File: config.mk
export PLATFORM = sky130hd
export DESIGN_NAME = ssd_scheduler
export DESIGN_NICKNAME = d
export VERILOG_FILES = /design/src/rtl/ssd_scheduler_pkg.sv /design/src/rtl/ssd_scheduler_hex_to_ssd.sv /design/src/rtl/ssd_scheduler.sv
export SDC_FILE = /design/constraint.sdc
export NUM_CORES = 1
export LEC_CHECK = 0
export CORE_MARGIN = 10
export CORE_UTILIZATION = 49
export DETAILED_ROUTE_END_ITERATION = 16
export PLACE_DENSITY = 0.81
export SLEW_MARGIN = 40
export SYNTH_ARGS = -nofsm -noshare
export SYNTH_HDL_FRONTEND = slang
export SYNTH_SLANG_ARGS = --single-unit
File: constraint.sdc
create_clock -name ClkPort -period 3.9 [get_ports ClkPort]
set_input_delay 0.585 -clock ClkPort [delete_from_list [all_inputs] [get_ports ClkPort]]
set_output_delay 0.585 -clock ClkPort [all_outputs]
set_load 0.1 [all_outputs]
File: src/rtl/ssd_scheduler_pkg.sv
// Shared types, blank constants and the hex-to-segment map for the
// eight-digit display scheduler.
package ssd_scheduler_pkg;

  typedef enum logic [1:0] {
    ST_IDLE  = 2'd0,
    ST_BLANK = 2'd1,
    ST_SHOW  = 2'd2
  } state_e;

  typedef enum logic [1:0] {
    OWN_NONE = 2'd0,
    OWN_A    = 2'd1,
    OWN_B    = 2'd2
  } owner_e;

  localparam logic [7:0] AN_BLANK   = 8'hFF;
  localparam logic [7:0] CATH_BLANK = 8'hFF;

  // Returns {a,b,c,d,e,f,g,dp}, active-low, decimal point always off.
  function automatic logic [7:0] hex_to_seg(input logic [3:0] nib);
    logic [6:0] seg;
    case (nib)
      4'h0:    seg = 7'b0000001;
      4'h1:    seg = 7'b1001111;
      4'h2:    seg = 7'b0010010;
      4'h3:    seg = 7'b0000110;
      4'h4:    seg = 7'b1001100;
      4'h5:    seg = 7'b0100100;
      4'h6:    seg = 7'b0100000;
      4'h7:    seg = 7'b0001111;
      4'h8:    seg = 7'b0000000;
      4'h9:    seg = 7'b0000100;
      4'hA:    seg = 7'b0001000;
      4'hB:    seg = 7'b1100000;
      4'hC:    seg = 7'b0110001;
      4'hD:    seg = 7'b1000010;
      4'hE:    seg = 7'b0110000;
      4'hF:    seg = 7'b0111000;
      default: seg = 7'b1111111;
    endcase
    return {seg, 1'b1};
  endfunction

endpackage

File: src/rtl/ssd_scheduler_hex_to_ssd.sv
// Combinational nibble to active-low cathode decoder.
module hex_to_ssd
  import ssd_scheduler_pkg::*;
(
  input  logic [3:0] nib_i,
  output logic [7:0] cath_o
);

  assign cath_o = hex_to_seg(nib_i);

endmodule

File: src/rtl/ssd_scheduler.sv
// Two-requester arbiter and multiplexed scanner for an eight-digit
// seven-segment display; ownership only changes between frames.
module ssd_scheduler
  import ssd_scheduler_pkg::*;
#(
  parameter int unsigned DIGIT_CYC = 262144,
  parameter int unsigned BLANK_CYC = 1024,
  parameter int unsigned HOLD_MIN  = 8
) (
  input  logic        ClkPort,
  input  logic        Reset,
  input  logic        req_a,
  input  logic [31:0] data_a,
  input  logic        req_b,
  input  logic [31:0] data_b,
  output logic        grant_a,
  output logic        grant_b,
  output logic [7:0]  An,
  output logic [7:0]  Cath,
  output logic        frame_done
);

  localparam logic [23:0] BLANK_LAST = 24'(BLANK_CYC - 1);
  localparam logic [23:0] DIGIT_LAST = 24'(DIGIT_CYC - 1);
  localparam logic [7:0]  HOLD_LIM   = 8'(HOLD_MIN);

  state_e      state_q, state_d;
  owner_e      owner_q, owner_d;
  logic [2:0]  idx_q, idx_d;
  logic [23:0] cnt_q, cnt_d;
  logic [7:0]  hold_q, hold_d;
  logic [31:0] snap_q, snap_d;

  owner_e      arb_owner_s;
  logic [7:0]  arb_hold_s;
  logic        owner_req_s;
  logic        arb_now_s;
  logic [3:0]  nib_s;
  logic [7:0]  seg_s;

  assign owner_req_s = ((owner_q == OWN_A) && req_a) || ((owner_q == OWN_B) && req_b);

  // Frame-boundary arbitration: keep a requesting owner until its hold
  // expires, then hand over to B if A just expired so B cannot starve.
  always_comb begin
    arb_owner_s = OWN_NONE;
    arb_hold_s  = 8'd0;
    if (owner_req_s && (hold_q < HOLD_LIM)) begin
      arb_owner_s = owner_q;
      arb_hold_s  = (hold_q == 8'hFF) ? hold_q : hold_q + 8'd1;
    end else if ((owner_q == OWN_A) && req_b) begin
      arb_owner_s = OWN_B;
      arb_hold_s  = 8'd1;
    end else if (req_a) begin
      arb_owner_s = OWN_A;
      arb_hold_s  = 8'd1;
    end else if (req_b) begin
      arb_owner_s = OWN_B;
      arb_hold_s  = 8'd1;
    end else begin
      arb_owner_s = OWN_NONE;
      arb_hold_s  = 8'd0;
    end
  end

  // Next-state logic for the scan position, ownership and snapshot.
  always_comb begin
    state_d   = state_q;
    owner_d   = owner_q;
    idx_d     = idx_q;
    cnt_d     = cnt_q;
    hold_d    = hold_q;
    snap_d    = snap_q;
    arb_now_s = 1'b0;
    case (state_q)
      ST_IDLE: arb_now_s = 1'b1;
      ST_BLANK: begin
        cnt_d = cnt_q + 24'd1;
        if (cnt_q == BLANK_LAST) begin
          state_d = ST_SHOW;
        end else begin
          state_d = ST_BLANK;
        end
      end
      ST_SHOW: begin
        if (cnt_q == DIGIT_LAST) begin
          if (idx_q == 3'd7) begin
            arb_now_s = 1'b1;
          end else begin
            state_d = ST_BLANK;
            idx_d   = idx_q + 3'd1;
            cnt_d   = 24'd0;
          end
        end else begin
          cnt_d = cnt_q + 24'd1;
        end
      end
      default: state_d = ST_IDLE;
    endcase

    if (arb_now_s) begin
      owner_d = arb_owner_s;
      hold_d  = arb_hold_s;
      idx_d   = 3'd0;
      cnt_d   = 24'd0;
      if (arb_owner_s == OWN_NONE) begin
        state_d = ST_IDLE;
      end else begin
        state_d = ST_BLANK;
        snap_d  = (arb_owner_s == OWN_A) ? data_a : data_b;
      end
    end else begin
      owner_d = owner_q;
    end
  end

  // Decode from next-state values so the registered outputs line up with the state.
  assign nib_s = snap_d[{idx_d, 2'b00} +: 4];

  hex_to_ssd u_hex_to_ssd (
    .nib_i  (nib_s),
    .cath_o (seg_s)
  );

  // State and registered display/grant outputs.
  always_ff @(posedge ClkPort or posedge Reset) begin
    if (Reset) begin
      state_q    <= ST_IDLE;
      owner_q    <= OWN_NONE;
      idx_q      <= 3'd0;
      cnt_q      <= 24'd0;
      hold_q     <= 8'd0;
      snap_q     <= 32'd0;
      An         <= AN_BLANK;
      Cath       <= CATH_BLANK;
      grant_a    <= 1'b0;
      grant_b    <= 1'b0;
      frame_done <= 1'b0;
    end else begin
      state_q    <= state_d;
      owner_q    <= owner_d;
      idx_q      <= idx_d;
      cnt_q      <= cnt_d;
      hold_q     <= hold_d;
      snap_q     <= snap_d;
      An         <= (state_d == ST_SHOW) ? ~(8'd1 << idx_d) : AN_BLANK;
      Cath       <= (state_d == ST_SHOW) ? seg_s : CATH_BLANK;
      grant_a    <= (owner_d == OWN_A);
      grant_b    <= (owner_d == OWN_B);
      frame_done <= (state_d == ST_SHOW) && (idx_d == 3'd7) && (cnt_d == DIGIT_LAST);
    end
  end

endmodule
Word level (Yosys, flattened, before mapping)
Memory sizes are Yosys's and may differ from the RTL's.
Index checks and enable logic that the tools add are counted.
{ "op_classes": {"add_sub_neg": 3, "order_cmp": 1, "eq_ne": 15, "shifts": 2, "mux": 32, "bitwise": 1, "n_reduce_logical": 10} }
{ "op_table": {"columns": ["cell", "count"], "rows": [
  ["two-way mux 32 bit", 3],
  ["two-way mux 24 bit", 3],
  ["== test 24 x 18 -> 1 bit (second input constant)", 2],
  ["case mux 24 bit (2 select lines)", 1],
  ["two-way mux 8 bit", 4],
  ["variable part select 32 x 6 -> 4 bit", 1],
  ["adder 24 x 1 -> 24 bit (second input constant)", 1],
  ["== test 24 x 10 -> 1 bit (second input constant)", 1],
  ["two-way mux 2 bit", 9],
  ["two-way mux 3 bit", 4],
  ["adder 8 x 1 -> 8 bit (second input constant)", 1],
  ["== test 2 x 1 -> 1 bit (second input constant)", 4],
  ["== test 2 bit (second input constant)", 4],
  ["== test 8 bit (second input constant)", 1],
  ["less-than comparator 8 x 4 -> 1 bit (second input constant)", 1],
  ["NOT 8 bit", 1],
  ["<< shifter 1 x 3 -> 8 bit (first input constant)", 1],
  ["== test 3 bit (second input constant)", 2],
  ["logical AND 1 bit", 6],
  ["two-way mux 1 bit", 6],
  ["case mux 2 bit (3 select lines)", 1],
  ["zero test 2 bit", 2],
  ["adder 3 x 1 -> 3 bit (second input constant)", 1],
  ["!= test 2 bit (second input constant)", 1],
  ["3 further kinds", 3]
]} }
{ "totals": {"regBits": 90, "rom_bits": 112, "input_bits": 68, "output_inout_bits": 19, "word_cells": 76, "n_memories": 1} }
{ "memory_table": {"columns": ["name", "words", "word_bits", "rd", "rd_ports_with_merged_regs", "write_ports", "line", "rtl"], "rows": [
  ["(no name shown)", 16, 7, 1, 0, 0, "ssd_scheduler_pkg.sv:23", "case (nib)"]
]} }

Depth between registers and ports, before layout
An unclocked memory read counts as a cell.
{ "depth": {"depth_word": 12, "ltp_mapped": 17, "ltp_nobuf": 15} }

Hierarchy
Synthesis repeated with hierarchy kept, for this count alone.
{ "hier_totals": {"cells_unflattened": 563, "hier_area_um2": 5218.8} }
{ "by_module_without_submodules": {"columns": ["module", "n_inst", "cells_each", "area_per_inst_um2", "seq_area_each_um2"], "rows": [
  ["ssd_scheduler", 1, 526, 4959.8, 2272.2],
  ["hex_to_ssd", 1, 37, 259.0, 0.0]
]} }

Worst setup path before layout
OpenSTA, ideal clock, no wires.
{ "synth_path": {"path_kind": "register to register", "start": "register cnt_q[19]", "end": "register Cath[4]", "setup_time_ns": 0.084, "arrival_ns": 3.709, "required_ns": 3.816, "slack_ns": 0.106, "path_stages_with_launch": 14, "n_path_buf": 1, "period_less_slack_ns": 3.794, "path_cell_list": "dfrtp_1 -> or4_4 -> or4_1 -> buf_2 -> or4_4 -> a21o_4 -> a221o_1 -> o22a_1 -> a21oi_1 -> inv_1 -> ha_1 -> mux2_1 -> mux2i_1 -> nand2_1"} }
{ "synth_via": {"elab_chain_cells": 7, "word_cells_on_any_way": 16, "classes_between": "3 x eq/ne; 1 x shift; 11 x mux; 1 x memory"} }
{ "synth_lines": {"columns": ["item", "line", "rtl"], "rows": [
  ["start: declaration", "ssd_scheduler.sv:30", "logic [23:0] cnt_q, cnt_d;"],
  ["start signal: assignment", "ssd_scheduler.sv:143", "cnt_q <= cnt_d;"],
  ["== test 24 x 18 -> 1 bit", "ssd_scheduler.sv:86", "if (cnt_q == DIGIT_LAST) begin"],
  ["two-way mux 1 bit or two-way mux 3 bit (tied branches)", "ssd_scheduler.sv:86", null],
  ["case mux 1 bit (2 select lines) or two-way mux 3 bit (tied branches)", "ssd_scheduler.sv:75", "case (state_q)"],
  ["two-way mux 32 bit or two-way mux 3 bit (tied branches)", "ssd_scheduler.sv:101", "if (arb_now_s) begin"],
  ["variable part select 32 x 6 -> 4 bit", "ssd_scheduler.sv:118", "assign nib_s = snap_d[{idx_d, 2'b00} +: 4];"],
  ["memory (16 x 7 bit)", null, null],
  ["two-way mux 8 bit (*)", "ssd_scheduler.sv:147", "Cath <= (state_d == ST_SHOW) ? seg_s : CATH_BLANK;"],
  ["end signal: assignment", "ssd_scheduler.sv:147", null],
  ["end: declaration", "ssd_scheduler.sv:19", "output logic [7:0] Cath,"]
]} }
Mark *: on every way between the ends. The rest lies on a longest branch, timed or not.
A chain may end at the register's enable or synchronous reset.

Worst setup path after layout
Ends and elaborated chain as after synthesis.

==> run_results.csv <==
group,metric,value,unit
timing,period_needed,3660,ps
cells_and_area,layout-drive-gt1-share,13.1,%
placement,dp_hpwl,12000,um
logic_synthesis,syn_area,0.00541,mm2
worst_setup_path,reg2reg_depth,12,
logic_synthesis,synth_warnings,0,
clock_tree,cts_sinks,89,
cells_and_area,final_nets,819,
floorplan,num_rows,38,
logic_synthesis,async_reset_ff_share,100,%
clock_tree,path_clk_slew,80,ps
worst_setup_path,r2r-end,"Cath[4]$_DFF_PP1_",
power,p_seq_share,56.3,%
power,swShare,24.9,%
global_routing,grt_max_degree,39,
timing,clock_skew,13.8,ps
floorplan,start_util,49.9,%
cells_and_area,antenna_cells,0,
clock_tree,clkLatencyLatePin,370,ps
floorplan,die_w,125,um
worst_setup_path,reg2reg_from,"cnt_q[19]$_DFF_PP0_",
power,clock_power_share,32.5,%
power,ir_drop,182,uV
power,internal-power,1.30,mW
global_routing,grt_usage,19.2,%
power,comb_power_share,11.2,%
drt,vias_per_cell,6.02,
power,p_leak,2.74,nW
worst_setup_path,crit_path_end_kind,"flip-flop",
timing,period_share,94.0,%
drt,dr_wl_met3,1170,um
logic_synthesis,synth.distinct_cells,74,
power,powerDensity,263,mW/mm2
logic_synthesis,yosysMostFrequentCell,"nand2_1",
floorplan,die_area,0.0156,mm2
drt,drt-met1-wl,6920,um
floorplan,ioPinCount,87,
timing,max_slew.worst_pin.slew,650,ps
floorplan,fp.dieH,125,um
logic_synthesis,synthesis.nets,727,
hold_path,hold_path_depth,2,
global_routing,first_global_vias,5240,
timing,max_freq,273,MHz
clock_tree,cts_made_buffers,9,
hold_path,min_to,"snap_q[3]$_DFF_PP0_",
timing,final-hold-violation-count,0,
timing,fin_tns_setup,0,ps
cells_and_area,final_cells,883,
timing,relSlewSlack,56.6,%
drt,dr_wl_met2,6900,um
drt,ant_nets,0,
logic_synthesis,synth_commonest_cells,"nand2_1, nor2_1, dfrtp_1, o21ai_0, a31oi_1",
hold_path,min-delay-start,"snap_q[3]$_DFF_PP0_",
power,p_sw,0.432,mW
timing,slew_violations,0,
clock_tree,htree_levels,3,
drt,drc,0,
cells_and_area,fill_cells,939,
drt,post_drt_wl_per_cell,17.4,um
drt,via_count,5320,
logic_synthesis,synthTopCellsByArea,"dfrtp_1, dfstp_2, nand2_1, nor2_1, a31oi_1",
worst_setup_path,path_max_fanout,6,
logic_synthesis,ys_seq_area_share,41.5,%
worst_setup_path,reg2reg_slack,240,ps
timing,setup_viol,0,
clock_tree,root_buffer,"clkbuf_8",
status,status,"finished, final reports clean",
placement,placedCellCount,865,
job,drv_cap,0,
timing,rsz0062_at_grt,"false",
global_routing,grt-ovfl-total,0,
logic_synthesis,syn_inst,646,
logic_synthesis,synth_top_area_share,34.3,%
clock_tree,cts_hold_buf,0,
clock_tree,clk_path_buf_depth,2,
logic_synthesis,yosys.area.top_type,"dfrtp_1",
hold_path,hold_class,"flip-flop to flip-flop",
logic_synthesis,synth_ff_type,"dfrtp_1",
drt,first_pass_iters,5,
global_routing,grt_pass1_wl,25600,um
cells_and_area,syn_to_final_growth,22.0,%
worst_setup_path,cp.required,4190,ps
drt,first_iter_violations,477,
placement,io_buffers,85,
clock_tree,cts_tree,"done",
logic_synthesis,ys_seq_elements,89,
floorplan,core_area,0.0108,mm2
global_routing,antenna_found_initial,0,
placement,place_congestion,0.992,
drt,drt-total-wl,15300,um
worst_setup_path,startpoint_type,"flip-flop",
logic_synthesis,avgSynthCellArea,8.37,um2
logic_synthesis,synth-edff-count,0,
worst_setup_path,critPathArrivalTime,3960,ps
drt,top_layer_used,"met4",
power,p_total,1.73,mW
worst_setup_path,path_class,"flip-flop to flip-flop",
routing by layer:
layer	global-route usage (%)	up-vias
met3	3.97	40
li1	-	2533
met4	7.18	0
met2	30.3	256
met1	25.4	2491
met5	0	-
power by group through the flow:
stage	clock [mW]	sequential, mW	combinational [mW]
after floorplan	0	0.983	0.103
after CTS	0.578	0.975	0.195
final	0.564	0.976	0.195
after detailed placement	0	0.993	0.194
after global placement	0	0.992	0.190
after global routing	0.611	0.980	0.215
critical path: stages (launching register included):
cell     delay [ps]
dfrtp_1         420
or4_4           580
or4_1           460
or4_4           430
a21o_4          250
a221o_1         270
o22a_1          210
a21oi_2         140
inv_1           100
ha_1            230
mux2_1          290
mux2i_1         130
nand2_1          70
state kept, by name (all words and copies together) (netlist names):
name,cells
grant_a,1
state_q,2
hold_q,8
idx_q,3
grant_b,1
Cath,7
snap_q,32
owner_q,2
cnt_q,24
frame_done,1
An,8
worst max path at each step:
stage                                    from           endpoint  slack, ps  cells past startpoint
after floorplan           cnt_q[19]$_DFF_PP0_  Cath[4]$_DFF_PP1_        110                     13
after global placement    cnt_q[19]$_DFF_PP0_  Cath[4]$_DFF_PP1_        250                     12
after detailed placement  cnt_q[19]$_DFF_PP0_  Cath[4]$_DFF_PP1_        160                     12
after CTS                 cnt_q[19]$_DFF_PP0_  Cath[4]$_DFF_PP1_        130                     12
after global routing       cnt_q[1]$_DFF_PP0_  Cath[3]$_DFF_PP1_         10                     13
final                     cnt_q[19]$_DFF_PP0_  Cath[4]$_DFF_PP1_        240                     12
cell type report:
class	count	area (um2)	share of cell area, %
Clock inverter	3	18.8	0.285
Timing Repair Buffer	116	993	15.1
Clock buffer	13	149	2.26
Multi-Input combinational cell	493	2900	44.0
Inverter	29	113	1.71
Tap cell	140	175	2.66
Sequential cell	89	2250	34.1
repair_timing:
item                       in CTS  in global routing
buffers inserted                0                  2
setup endpoints to repair       0                  3
gates resized for setup         0                  3
kinds of logic after synthesis:
logic type | after synthesis | synth area share [%]
compound gates | 172 | 21.5
xor+xnor | 4 | 0.648
fa+ha+maj | 13 | 3.01
buf+inv | 64 | 5.11
flops | 89 | 41.5
mux | 12 | 2.34
other cells | 1 | 0.0694
simple gates | 291 | 25.8
cell usage in the layout, fill, tap and decap left out, types with 4 or more instances in the layout:
cell	synthesis	routed
inv_1	27	26
o21ai_0	34	34
nand2_1	105	105
a31oi_1	33	33
nor4_1	11	11
dfrtp_1	74	74
or4_1	7	7
clkdlybuf4s50_1	0	67
buf_4	1	31
mux2i_1	10	10
o31ai_1	5	5
nor2_1	78	77
nand4_1	12	12
and2_1	5	5
nor3_1	14	14
dfstp_2	15	15
a21oi_1	30	28
o211ai_1	5	5
clkbuf_8	0	10
and3_1	5	5
a221oi_1	4	4
ha_1	13	13
a211o_1	4	4
and4_1	7	7
nor2b_1	4	4
a21o_1	5	5
nand2b_1	6	6
nand3_1	21	21
buf_2	3	18
a211oi_1	13	13
per-stage QoR:
step	setup slack, ps	utilization (%)	hold slack, ps	area (um2)
after global routing	11.2	60.8	540	6600
after detailed placement	164	59.1	482	6400
after CTS	135	60.6	501	6570
final	235	60.8	510	6600
after global placement	254	59.9	481	6490
after floorplan	106	-	444	5410
Power figures use the tool's default switching activity.
